### src/rtl/gpio_pkg.sv
// gpio_pkg: shared constants for the GPIO bus master.
//   GPIO_ADDR_*  : register map of the GPIO peripheral
//   gpio_state_e : bus master FSM state encoding
package gpio_pkg;

   localparam logic [1:0] GPIO_ADDR_BTN  = 2'd0;
   localparam logic [1:0] GPIO_ADDR_LED  = 2'd1;
   localparam logic [1:0] GPIO_ADDR_HEX0 = 2'd2;
   localparam logic [1:0] GPIO_ADDR_HEX1 = 2'd3;

   typedef enum logic [2:0] {
      IDLE   = 3'd0,
      WR     = 3'd1,
      RD     = 3'd2,
      RWAIT  = 3'd3,
      RSP    = 3'd4,
      P_RD   = 3'd5,
      P_WAIT = 3'd6,
      P_CLR  = 3'd7
   } gpio_state_e;

endpackage

### src/rtl/gpio_bus_master_if.sv
// gpio_bus_master_if: register port of the GPIO peripheral.
//   addr  : register address
//   wr_en : write strobe, data taken at the edge ending the cycle
//   rd_en : read strobe, rdata valid the following cycle
//   wdata : write data
//   rdata : registered read data from the peripheral
// Modports: master (bus initiator), slave (peripheral).
interface gpio_bus_master_if #(
   parameter int DATA_W = 32
);
   logic [1:0]        addr;
   logic              wr_en;
   logic              rd_en;
   logic [DATA_W-1:0] wdata;
   logic [DATA_W-1:0] rdata;

   modport master (output addr, output wr_en, output rd_en, output wdata, input rdata);
   modport slave  (input addr, input wr_en, input rd_en, input wdata, output rdata);
endinterface

### src/rtl/gpio_poll_timer.sv
// gpio_poll_timer: poll prescaler.
//   clk, reset_n : clock, async active-low reset
//   en           : count enable; low holds the counter at 0
//   tick         : high during the terminal-count cycle (count DIV-1)
module gpio_poll_timer #(
   parameter int DIV = 50000
) (
   input  logic clk,
   input  logic reset_n,
   input  logic en,
   output logic tick
);
   localparam int W = (DIV > 1) ? $clog2(DIV) : 1;
   localparam logic [W-1:0] TC = W'(DIV - 1);

   logic [W-1:0] cnt;

   assign tick = en && (cnt == TC);

   always_ff @(posedge clk or negedge reset_n) begin
      if (!reset_n) begin
         cnt <= '0;
      end else if (!en || (cnt == TC)) begin
         cnt <= '0;
      end else begin
         cnt <= cnt + 1'b1;
      end
   end
endmodule

### src/rtl/gpio_bus_master.sv
// gpio_bus_master: sole initiator on the GPIO register bus.
//   clk, reset_n       : clock, async active-low reset
//   cmd_*              : host command channel (valid/ready handshake)
//   rsp_valid/rdata    : one-cycle completion pulse, read data (0 for writes)
//   poll_en            : enables periodic polling of the button flags
//   btn_event/status   : pulse and captured flags when a poll saw presses
//   bus                : peripheral register port (master modport)
//
// state  | meaning
// IDLE   | waiting; a pending poll beats the host
// WR     | host write strobe on the bus
// RD     | host read strobe on the bus
// RWAIT  | peripheral read data valid, captured into rsp_rdata
// RSP    | rsp_valid pulse
// P_RD   | poll read of the button register
// P_WAIT | button flags valid, decide whether to clear
// P_CLR  | clear flags, report btn_event
module gpio_bus_master
   import gpio_pkg::*;
#(
   parameter int POLL_DIV = 50000,
   parameter int DATA_W   = 32
) (
   input  logic              clk,
   input  logic              reset_n,
   input  logic              cmd_valid,
   output logic              cmd_ready,
   input  logic              cmd_write,
   input  logic [1:0]        cmd_addr,
   input  logic [DATA_W-1:0] cmd_wdata,
   output logic              rsp_valid,
   output logic [DATA_W-1:0] rsp_rdata,
   input  logic              poll_en,
   output logic              btn_event,
   output logic [3:0]        btn_status,
   gpio_bus_master_if.master bus
);
   localparam logic [2:0] ST_IDLE   = IDLE;
   localparam logic [2:0] ST_WR     = WR;
   localparam logic [2:0] ST_RD     = RD;
   localparam logic [2:0] ST_RWAIT  = RWAIT;
   localparam logic [2:0] ST_RSP    = RSP;
   localparam logic [2:0] ST_P_RD   = P_RD;
   localparam logic [2:0] ST_P_WAIT = P_WAIT;
   localparam logic [2:0] ST_P_CLR  = P_CLR;

   logic [2:0] state;
   logic       poll_pending;
   logic       tick;

   gpio_poll_timer #(.DIV(POLL_DIV)) u_timer (
      .clk     (clk),
      .reset_n (reset_n),
      .en      (poll_en),
      .tick    (tick)
   );

   assign cmd_ready = (state == ST_IDLE) && !poll_pending;

   // Pending is cleared while the poll read is on the bus, so a tick landing
   // in P_RD is dropped rather than queued behind the running poll.
   always_ff @(posedge clk or negedge reset_n) begin
      if (!reset_n) begin
         poll_pending <= 1'b0;
      end else if (!poll_en || (state == ST_P_RD)) begin
         poll_pending <= 1'b0;
      end else if (tick) begin
         poll_pending <= 1'b1;
      end
   end

   // Bus outputs are registered on entry to the strobe state, so the bus
   // registers themselves hold the captured command for WR/RD.
   always_ff @(posedge clk or negedge reset_n) begin
      if (!reset_n) begin
         state      <= ST_IDLE;
         bus.addr   <= 2'd0;
         bus.wr_en  <= 1'b0;
         bus.rd_en  <= 1'b0;
         bus.wdata  <= '0;
         rsp_valid  <= 1'b0;
         rsp_rdata  <= '0;
         btn_event  <= 1'b0;
         btn_status <= 4'd0;
      end else begin
         bus.addr  <= 2'd0;
         bus.wr_en <= 1'b0;
         bus.rd_en <= 1'b0;
         bus.wdata <= '0;
         rsp_valid <= 1'b0;
         btn_event <= 1'b0;
         case (state)
            ST_IDLE: begin
               if (poll_pending) begin
                  state     <= ST_P_RD;
                  bus.rd_en <= 1'b1;
                  bus.addr  <= GPIO_ADDR_BTN;
               end else if (cmd_valid) begin
                  bus.addr <= cmd_addr;
                  if (cmd_write) begin
                     state     <= ST_WR;
                     bus.wr_en <= 1'b1;
                     bus.wdata <= cmd_wdata;
                  end else begin
                     state     <= ST_RD;
                     bus.rd_en <= 1'b1;
                  end
               end
            end
            ST_WR: begin
               state     <= ST_RSP;
               rsp_valid <= 1'b1;
               rsp_rdata <= '0;
            end
            ST_RD: begin
               state <= ST_RWAIT;
            end
            ST_RWAIT: begin
               state     <= ST_RSP;
               rsp_valid <= 1'b1;
               rsp_rdata <= bus.rdata;
            end
            ST_RSP: begin
               state <= ST_IDLE;
            end
            ST_P_RD: begin
               state <= ST_P_WAIT;
            end
            ST_P_WAIT: begin
               if (bus.rdata[3:0] != 4'd0) begin
                  state      <= ST_P_CLR;
                  bus.wr_en  <= 1'b1;
                  bus.addr   <= GPIO_ADDR_BTN;
                  btn_event  <= 1'b1;
                  btn_status <= bus.rdata[3:0];
               end else begin
                  state <= ST_IDLE;
               end
            end
            ST_P_CLR: begin
               state <= ST_IDLE;
            end
            default: begin
               state <= ST_IDLE;
            end
         endcase
      end
   end
endmodule

### src/flat_wrapper.sv
// flat-port wrapper written by rule: the top's interface ports become plain ports
module gpio_bus_master_flat import gpio_pkg::*;
#(
   parameter int POLL_DIV = 50000,
   parameter int DATA_W   = 32
)
  (clk, reset_n, cmd_valid, cmd_ready, cmd_write, cmd_addr, cmd_wdata, rsp_valid, rsp_rdata, poll_en, btn_event, btn_status, bus_addr, bus_wr_en, bus_rd_en, bus_wdata, bus_rdata);
  gpio_bus_master_if #(.DATA_W(DATA_W)) bus_i ();
  input  logic clk;
  input  logic reset_n;
  input  logic cmd_valid;
  output logic cmd_ready;
  input  logic cmd_write;
  input  logic [1:0] cmd_addr;
  input  logic [DATA_W-1:0] cmd_wdata;
  output logic rsp_valid;
  output logic [DATA_W-1:0] rsp_rdata;
  input  logic poll_en;
  output logic btn_event;
  output logic [3:0] btn_status;
  output wire logic [$bits(bus_i.addr)-1:0] bus_addr;
  output wire logic [$bits(bus_i.wr_en)-1:0] bus_wr_en;
  output wire logic [$bits(bus_i.rd_en)-1:0] bus_rd_en;
  output wire logic [$bits(bus_i.wdata)-1:0] bus_wdata;
  input wire logic [$bits(bus_i.rdata)-1:0] bus_rdata;
  assign bus_addr = bus_i.addr;
  assign bus_wr_en = bus_i.wr_en;
  assign bus_rd_en = bus_i.rd_en;
  assign bus_wdata = bus_i.wdata;
  assign bus_i.rdata = bus_rdata;
  gpio_bus_master #(.POLL_DIV(POLL_DIV), .DATA_W(DATA_W)) u_core (.clk(clk), .reset_n(reset_n), .cmd_valid(cmd_valid), .cmd_ready(cmd_ready), .cmd_write(cmd_write), .cmd_addr(cmd_addr), .cmd_wdata(cmd_wdata), .rsp_valid(rsp_valid), .rsp_rdata(rsp_rdata), .poll_en(poll_en), .btn_event(btn_event), .btn_status(btn_status), .bus(bus_i));
endmodule
### config.mk
export PLATFORM = sky130hd
export DESIGN_NAME = gpio_bus_master_flat
export DESIGN_NICKNAME = d
export VERILOG_FILES = /design/src/rtl/gpio_pkg.sv /design/src/rtl/gpio_bus_master_if.sv /design/src/rtl/gpio_poll_timer.sv /design/src/rtl/gpio_bus_master.sv /design/src/flat_wrapper.sv
export SDC_FILE = /design/constraint.sdc
export NUM_CORES = 1
export LEC_CHECK = 0
export BUFFER_PORTS_ARGS = -buffer_cell sky130_fd_sc_hd__buf_2
export CORE_UTILIZATION = 43
export CTS_CLUSTER_SIZE = 10
export DETAILED_ROUTE_END_ITERATION = 8
export PLACE_DENSITY = 0.75
export SYNTH_ARGS = -nofsm -noshare
export SYNTH_HDL_FRONTEND = slang
export SYNTH_SLANG_ARGS = --single-unit
### constraint.sdc
create_clock -name clk -period 1.47 [get_ports clk]
set_input_delay 0.2205 -clock clk [delete_from_list [all_inputs] [get_ports clk]]
set_output_delay 0.2205 -clock clk [all_outputs]
set_load 0.1 [all_outputs]
==> results.sh, run 1 <==
export IMPL_synth_seq_cells=94
export IMPL_rr_worst_depth=4
export IMPL_p_int_w=0.00501
export IMPL_syn_cell_area_um2=3610
export IMPL_dp_hpwl_um=5840
export IMPL_grt_pass1_wl_um=12800
export IMPL_seq_power_share_pct=30.3
export IMPL_synth_cell_types=34
export IMPL_max_slew_margin_pct=66.5
export IMPL_n_antenna_cell=0
export IMPL_syn_area_per_cell_um2=10.6
export IMPL_routed_wl_um=8180
export IMPL_worst_slack_ns=-0.160
export IMPL_cpPeakStageDelay_ns=0.43
export IMPL_p_total_w=0.0116
export IMPL_hold_violations=0
export IMPL_clock_sinks=94
export IMPL_synthArstFlopShare_pct=100
export IMPL_clock_latency_ns=0.35
export IMPL_skew_ns=0.00883
export IMPL_grt_pass1_vias=2796
export IMPL_rows=33
export IMPL_setup_violations=3
export IMPL_r2r_start="u_core.u_timer.cnt[6]"
export IMPL_regArea_um2=2360
export IMPL_area_delta_synth_final_pct=39.8
export IMPL_cap_violations=0
export IMPL_path_clk_slew_ns=0.09
export IMPL_min_path_cells=2
export IMPL_drc=0
export IMPL_nets=590
export IMPL_critPathKind="reg -> out"
export IMPL_io_buffers=145
export IMPL_start_util_pct=44.2
export IMPL_vias=3004
export IMPL_switchingPower_w=0.00664
export IMPL_min_path_type="in -> reg"
export IMPL_synth_edf_count=0
export IMPL_synth_ff_type="dfrtp_1"
export IMPL_dieArea_um2=8780
export IMPL_fmax_mhz=614
export IMPL_wire_per_inst_um=13.0
export IMPL_root_buffer="clkbuf_8"
export IMPL_cp_start_kind="flop"
export IMPL_die_height_um=93.7
export IMPL_crit_slowest_cell="dfrtp_2"
export IMPL_synthesis_nets=412
export IMPL_core_um2=8180
export IMPL_n_fill_cell=677
export IMPL_die_width_um=93.7
export IMPL_cts_path_max_buffers=2
export IMPL_cts_tree="yes"
export IMPL_firstDrtPassIters=4
export IMPL_status="finished, violations left"
export IMPL_p_sw_share_pct=57.0
export IMPL_syn_inst=340
export IMPL_dr_first_iter_drc_count=154
export IMPL_pwr_share_clk_pct=13.7
export IMPL_ys_seq_area_share_pct=65.1
export IMPL_ir_worst_vdd_v=0.00192
export IMPL_worstHoldStart="cmd_wdata[8]"
export IMPL_yosysTopAreaCellShare_pct=65.1
export IMPL_period_needed_ns=1.63
export IMPL_cp_max_fo=2
export IMPL_numCtsBuffers=9
export IMPL_multi_input_area_um2=1280
export IMPL_cp_required_ns=1.25
export IMPL_gp_congestion=0.849
export IMPL_worst_pin_slew_ns=0.507
export IMPL_end_kind="primary output"
export IMPL_r2r_slack_ns=-0.05
export IMPL_placed_cells=605
export IMPL_grt_setup_unrepaired="true"
export IMPL_r2r_end="u_core.u_timer.cnt[15]"
export IMPL_final_antenna_net_count=0
export IMPL_netlist_top_cells_area="dfrtp_1 (65%), nand2_1 (8.1%), and2_1 (5.5%), o21ai_0 (4.7%), xnor2_1 (2.2%)"
export IMPL_gr_usage_all_layers_pct=18.9
export IMPL_drive_gt1_share_pct=42.4
export IMPL_grt_antenna_before_repair=0
export IMPL_period_share_pct=111
export IMPL_htree_levels=3
export IMPL_yosysWarnings=0
export IMPL_violations="setup timing"
export IMPL_p_comb_share_pct=56.0
export IMPL_grt_max_degree=66
export IMPL_io_pins=146
export IMPL_slew_viol_final=0
export IMPL_yosys_area_top_type="dfrtp_1"
export IMPL_p_leak_nw=2.74
export IMPL_overflow=0
export IMPL_path_cells="nor4_4, buf_4, buf_12"
export IMPL_cp_arrival_ns=1.41
export IMPL_pwr_density_cell_nw_per_um2=2300
export IMPL_via_per_inst=4.78
export IMPL_final_cells=628
export IMPL_min_to="u_core.bus.wdata[8]"
-- cell families after synthesis --
logic type | Yosys count | synth area share, %
AOI/OAI and AO/OA | 48 | 7.17
xor gates and xnor gates | 11 | 2.67
DFF | 94 | 65.1
and+or+nand+nor | 162 | 22.3
adders and majority gates | 1 | 0.346
buffers and inverters | 24 | 2.49
-- power groups by stage --
stage | Combinational, W | Clock (W) | Sequential [W]
2_1_floorplan | 0.00119 | 0 | 0.00760
3_3_place_gp | 0.00638 | 0 | 0.00356
3_5_place_dp | 0.00646 | 0 | 0.00358
4_1_cts | 0.00654 | 0.00165 | 0.00353
5_1_grt | 0.00685 | 0.00173 | 0.00359
6_report | 0.00653 | 0.00159 | 0.00353
-- worst max-delay path by stage --
| stage | startpoint | end | slack, ns |
|---|---|---|---|
| after floorplan | u_core.state[2] | u_core.bus.wdata[10] | -0.87 |
| after CTS | u_core.state[2] | cmd_ready | -0.18 |
| final | u_core.state[2] | cmd_ready | -0.16 |
| after detailed placement | u_core.u_timer.cnt[0] | u_core.u_timer.cnt[15] | -0.07 |
| after global placement | u_core.u_timer.cnt[0] | u_core.u_timer.cnt[15] | -0.02 |
| after global routing | u_core.state[2] | cmd_ready | -0.19 |
-- flip-flops by register name, summed over array words and instances (netlist names) --
| register | count |
|---|---|
| u_core.bus.addr | 2 |
| u_core.poll_pending | 1 |
| u_core.btn_status | 4 |
| u_core.bus.wr_en | 1 |
| u_core.bus.wdata | 32 |
| u_core.u_timer.cnt | 16 |
| u_core.rsp_rdata | 32 |
| u_core.rsp_valid | 1 |
| u_core.state | 3 |
| u_core.bus.rd_en | 1 |
| u_core.btn_event | 1 |
-- repair_timing --
item	CTS	global route
setup buffers	4	2
resized for setup	2	17
hold buffers	1	0
endpoints found under the setup margin	4	14
pin swaps	2	12
hold endpoints to repair	20	0
-- cells in the mapped netlist, drive strengths merged (3+ instances only) --
library cell and instances:
nor2 14, and3 5, a21oi 8, clkbuf 15
and2 32, nor4 4, o21ai 34, nand3 7
nor3 3, nand2 79, xnor2 9, nand4 4
dfrtp 94, inv 8
-- worst max-delay path: cells and delay by family, from the launching register on --
| kind | cells | cell delay, ns |
|---|---|---|
| buffers and inverters | 2 | 0.34 |
| DFF | 1 | 0.43 |
| and+or+nand+nor | 1 | 0.29 |
-- metrics by stage --
step           setup WS (ns)  instance area [um2]  utilization, %  hold WS, ns  setup TNS [ns]
2_1_floorplan         -0.868                 3670               -      -0.0751          -29.56
3_3_place_gp         -0.0154                 4720            57.7        0.143         -0.0154
3_5_place_dp         -0.0690                 4720            57.7        0.147         -0.0987
4_1_cts               -0.178                 4950            60.5       0.0536          -0.241
5_1_grt               -0.194                 5050            61.8       0.0559          -0.458
6_report              -0.160                 5050            61.8       0.0704          -0.243
-- area by class of cell --
| type | count | area share (%) |
|---|---|---|
| clock buffers | 11 | 2.80 |
| clock inverters | 5 | 0.842 |
| inverters | 8 | 0.594 |
| multi-input cells | 222 | 25.3 |
| flip-flops and latches | 94 | 46.6 |
| well taps | 105 | 2.60 |
| repair buffers | 183 | 21.2 |
-- metal layers --
| metal | track usage, % | vias up | wire [um] |
|---|---|---|---|
| li1 | - | 1463 | - |
| met1 | 25.0 | 1416 | 3620 |
| met2 | 30.9 | 114 | 3930 |
| met3 | 3.96 | 11 | 514 |
| met4 | 6.67 | 0 | 112 |
| met5 | 0 | - | 0 |
-- placed cells by master (no fill, tap or decap), types with 2 or more instances in the layout --
| master | instances |
|---|---|
| o21ai_0 | 34 |
| nor2_1 | 14 |
| nand2_1 | 78 |
| a21oi_1 | 6 |
| buf_12 | 4 |
| xor2_1 | 2 |
| nand4_1 | 4 |
| a21oi_2 | 2 |
| inv_1 | 8 |
| clkinv_4 | 2 |
| a22o_1 | 2 |
| xnor2_1 | 9 |
| dfrtp_2 | 3 |
| inv_6 | 2 |
| clkbuf_8 | 10 |
| or2_2 | 2 |
| nor3_4 | 2 |
| dfrtp_1 | 91 |
| buf_2 | 143 |
| nand3_1 | 6 |
| buf_4 | 34 |
| and3_1 | 4 |
| and2_1 | 32 |
| nor4_4 | 2 |
| or3_4 | 2 |
No activity file was read; power rests on OpenSTA's default activity.
==> run 2: changes to the inputs <==
--- a/config.mk
+++ b/config.mk
@@ -9,7 +9,7 @@
 export CORE_UTILIZATION = 43
 export CTS_CLUSTER_SIZE = 10
 export DETAILED_ROUTE_END_ITERATION = 8
-export PLACE_DENSITY = 0.75
+export PLACE_DENSITY_LB_ADDON = 0.1
 export SYNTH_ARGS = -nofsm -noshare
 export SYNTH_HDL_FRONTEND = slang
 export SYNTH_SLANG_ARGS = --single-unit
==> results.sh, run 2 (same netlist as run 1, synthesis figures left out) <==
export IMPL_period_share_pct=112
export IMPL_gp_congestion=0.826
export IMPL_htree_levels=3
export IMPL_min_to="u_core.bus.wdata[14]"
export IMPL_root_buffer="clkbuf_8"
export IMPL_seq_power_share_pct=29.7
export IMPL_min_path_type="in -> reg"
export IMPL_critPathKind="reg -> out"
export IMPL_worstHoldStart="cmd_wdata[14]"
export IMPL_status="finished, violations left"
export IMPL_cp_arrival_ns=1.42
export IMPL_grt_max_degree=66
export IMPL_rows=33
export IMPL_n_fill_cell=726
export IMPL_dieArea_um2=8780
export IMPL_pwr_density_cell_nw_per_um2=2320
export IMPL_setup_violations=4
export IMPL_p_sw_share_pct=56.2
export IMPL_crit_slowest_cell="dfrtp_2"
export IMPL_n_antenna_cell=0
export IMPL_rr_worst_depth=4
export IMPL_worst_pin_slew_ns=0.511
export IMPL_regArea_um2=2350
export IMPL_dp_hpwl_um=5930
export IMPL_cts_tree="yes"
export IMPL_cp_required_ns=1.25
export IMPL_area_delta_synth_final_pct=40.9
export IMPL_grt_antenna_before_repair=0
export IMPL_clock_sinks=94
export IMPL_final_cell_mix="buf_2 (143), dfrtp_1 (92), nand2_1 (77)"
export IMPL_slew_viol_final=0
export IMPL_path_cells="nor4_4, buf_4, buf_12"
export IMPL_worst_slack_ns=-0.170
export IMPL_r2r_start="u_core.u_timer.cnt[1]"
export IMPL_p_comb_share_pct=55.9
export IMPL_core_um2=8180
export IMPL_period_needed_ns=1.64
export IMPL_routed_wl_um=8590
export IMPL_end_kind="primary output"
export IMPL_path_buf_inv=2
export IMPL_die_width_um=93.7
export IMPL_switchingPower_w=0.00664
export IMPL_die_height_um=93.7
export IMPL_drive_gt1_share_pct=43.3
export IMPL_cts_path_max_buffers=2
export IMPL_p_leak_nw=2.72
export IMPL_dpl_cell_area_um2=4710
export IMPL_crit_family="flip-flops"
export IMPL_final_common_cell="buf_2"
export IMPL_p_int_w=0.00517
export IMPL_stdcell_area_um2=5090
export IMPL_cap_violations=0
export IMPL_pwr_share_clk_pct=14.4
export IMPL_hold_violations=0
export IMPL_dr_first_iter_drc_count=105
export IMPL_grt_pass1_wl_um=13200
export IMPL_io_pins=146
export IMPL_ir_worst_vdd_v=0.00166
export IMPL_r2r_slack_ns=-0.07
export IMPL_numCtsBuffers=9
export IMPL_firstDrtPassIters=4
export IMPL_via_per_inst=4.73
export IMPL_max_slew_margin_pct=66.2
export IMPL_start_util_pct=44.2
export IMPL_nets=595
export IMPL_vias=2988
export IMPL_path_clk_slew_ns=0.09
export IMPL_largest_registers="u_core.bus.wdata: 32 flops, u_core.rsp_rdata: 32 flops, u_core.u_timer.cnt: 16 flops"
export IMPL_cp_max_fo=3
export IMPL_fmax_mhz=610
export IMPL_grt_pass1_vias=2842
export IMPL_placed_cells=605
export IMPL_wire_per_inst_um=13.6
export IMPL_io_buffers=145
export IMPL_final_antenna_net_count=0
export IMPL_final_cells=632
export IMPL_cpPeakStageDelay_ns=0.44
export IMPL_cp_start_kind="flop"
export IMPL_dp_slack_ns=-0.0676
export IMPL_overflow=0
export IMPL_multi_input_area_um2=1290
export IMPL_gr_usage_all_layers_pct=19.7
export IMPL_skew_ns=0.00902
export IMPL_drc=0
export IMPL_grt_setup_unrepaired="true"
export IMPL_r2r_end="u_core.u_timer.cnt[15]"
export IMPL_violations="setup timing"
export IMPL_min_path_cells=2
export IMPL_clock_latency_ns=0.35
-- run 2: changes by cell type in the layout (fill, tap and decap cells not counted), sizes merged --
cell / change
and3: +3
buf: +2
inv: -2
bufinv: +1
clkbuf: -1
clkinv: +1
-- run 2: power groups by stage --
stage          registers [W]  clock network (W)  logic (W)
6_report             0.00350            0.00170    0.00661
3_5_place_dp         0.00357                  0    0.00643
3_3_place_gp         0.00355                  0    0.00637
5_1_grt              0.00359            0.00185    0.00696
2_1_floorplan        0.00760                  0    0.00119
4_1_cts              0.00351            0.00175    0.00654
-- run 2: worst max path at each step --
| stage | from | to | slack, ns | cells past startpoint |
|---|---|---|---|---|
| 5_1_grt | u_core.state[2] | cmd_ready | -0.23 | 3 |
| 6_report | u_core.state[2] | cmd_ready | -0.17 | 3 |
| 3_5_place_dp | u_core.u_timer.cnt[0] | u_core.u_timer.cnt[15] | -0.07 | 4 |
| 4_1_cts | u_core.poll_pending | cmd_ready | -0.18 | 3 |
| 3_3_place_gp | u_core.u_timer.cnt[0] | u_core.u_timer.cnt[15] | 0.002 | 4 |
| 2_1_floorplan | u_core.state[2] | u_core.bus.wdata[10] | -0.87 | 4 |
-- run 2: layer usage --
layer  vias to the layer above  track usage (%)  share of wire, %  wire length, um
li1                       1485                -                 -                -
met2                       103             30.0                46             3930
met4                         0             8.85               2.4              208
met5                         -                0                 0                0
met3                        17             5.34               6.3              545
met1                      1383             26.4                45             3900
-- run 2: area by class of cell --
cell class | count | area share [%]
clock inverter | 5 | 1.18
sequential | 94 | 46.2
inverter | 8 | 0.589
timing repair buffer | 185 | 21.3
multi-input combinational | 225 | 25.4
tap | 105 | 2.58
clock buffer | 10 | 2.70
-- run 2: per-stage QoR --
stage	setup TNS (ns)	hold slack [ns]	power (W)	util, %
finish	-0.329	0.0719	0.0118	62.3
global route	-0.859	0.0549	0.0124	62.3
CTS	-0.225	0.0582	0.0118	60.7
detailed placement	-0.0919	0.161	0.0100	57.6
global placement	0	0.156	0.00992	57.6
floorplan	-29.56	-0.0751	0.00880	-
-- run 2: timing repair --
| action | 4_1_cts | 5_1_grt |
|---|---|---|
| resized for setup | 3 | 21 |
| setup endpoints to repair | 3 | 51 |
| cloned | 0 | 3 |
| pin swaps | 3 | 12 |
| hold buffers | 1 | 0 |
| endpoints found under the hold margin | 22 | 0 |
| buffers inserted | 5 | 3 |
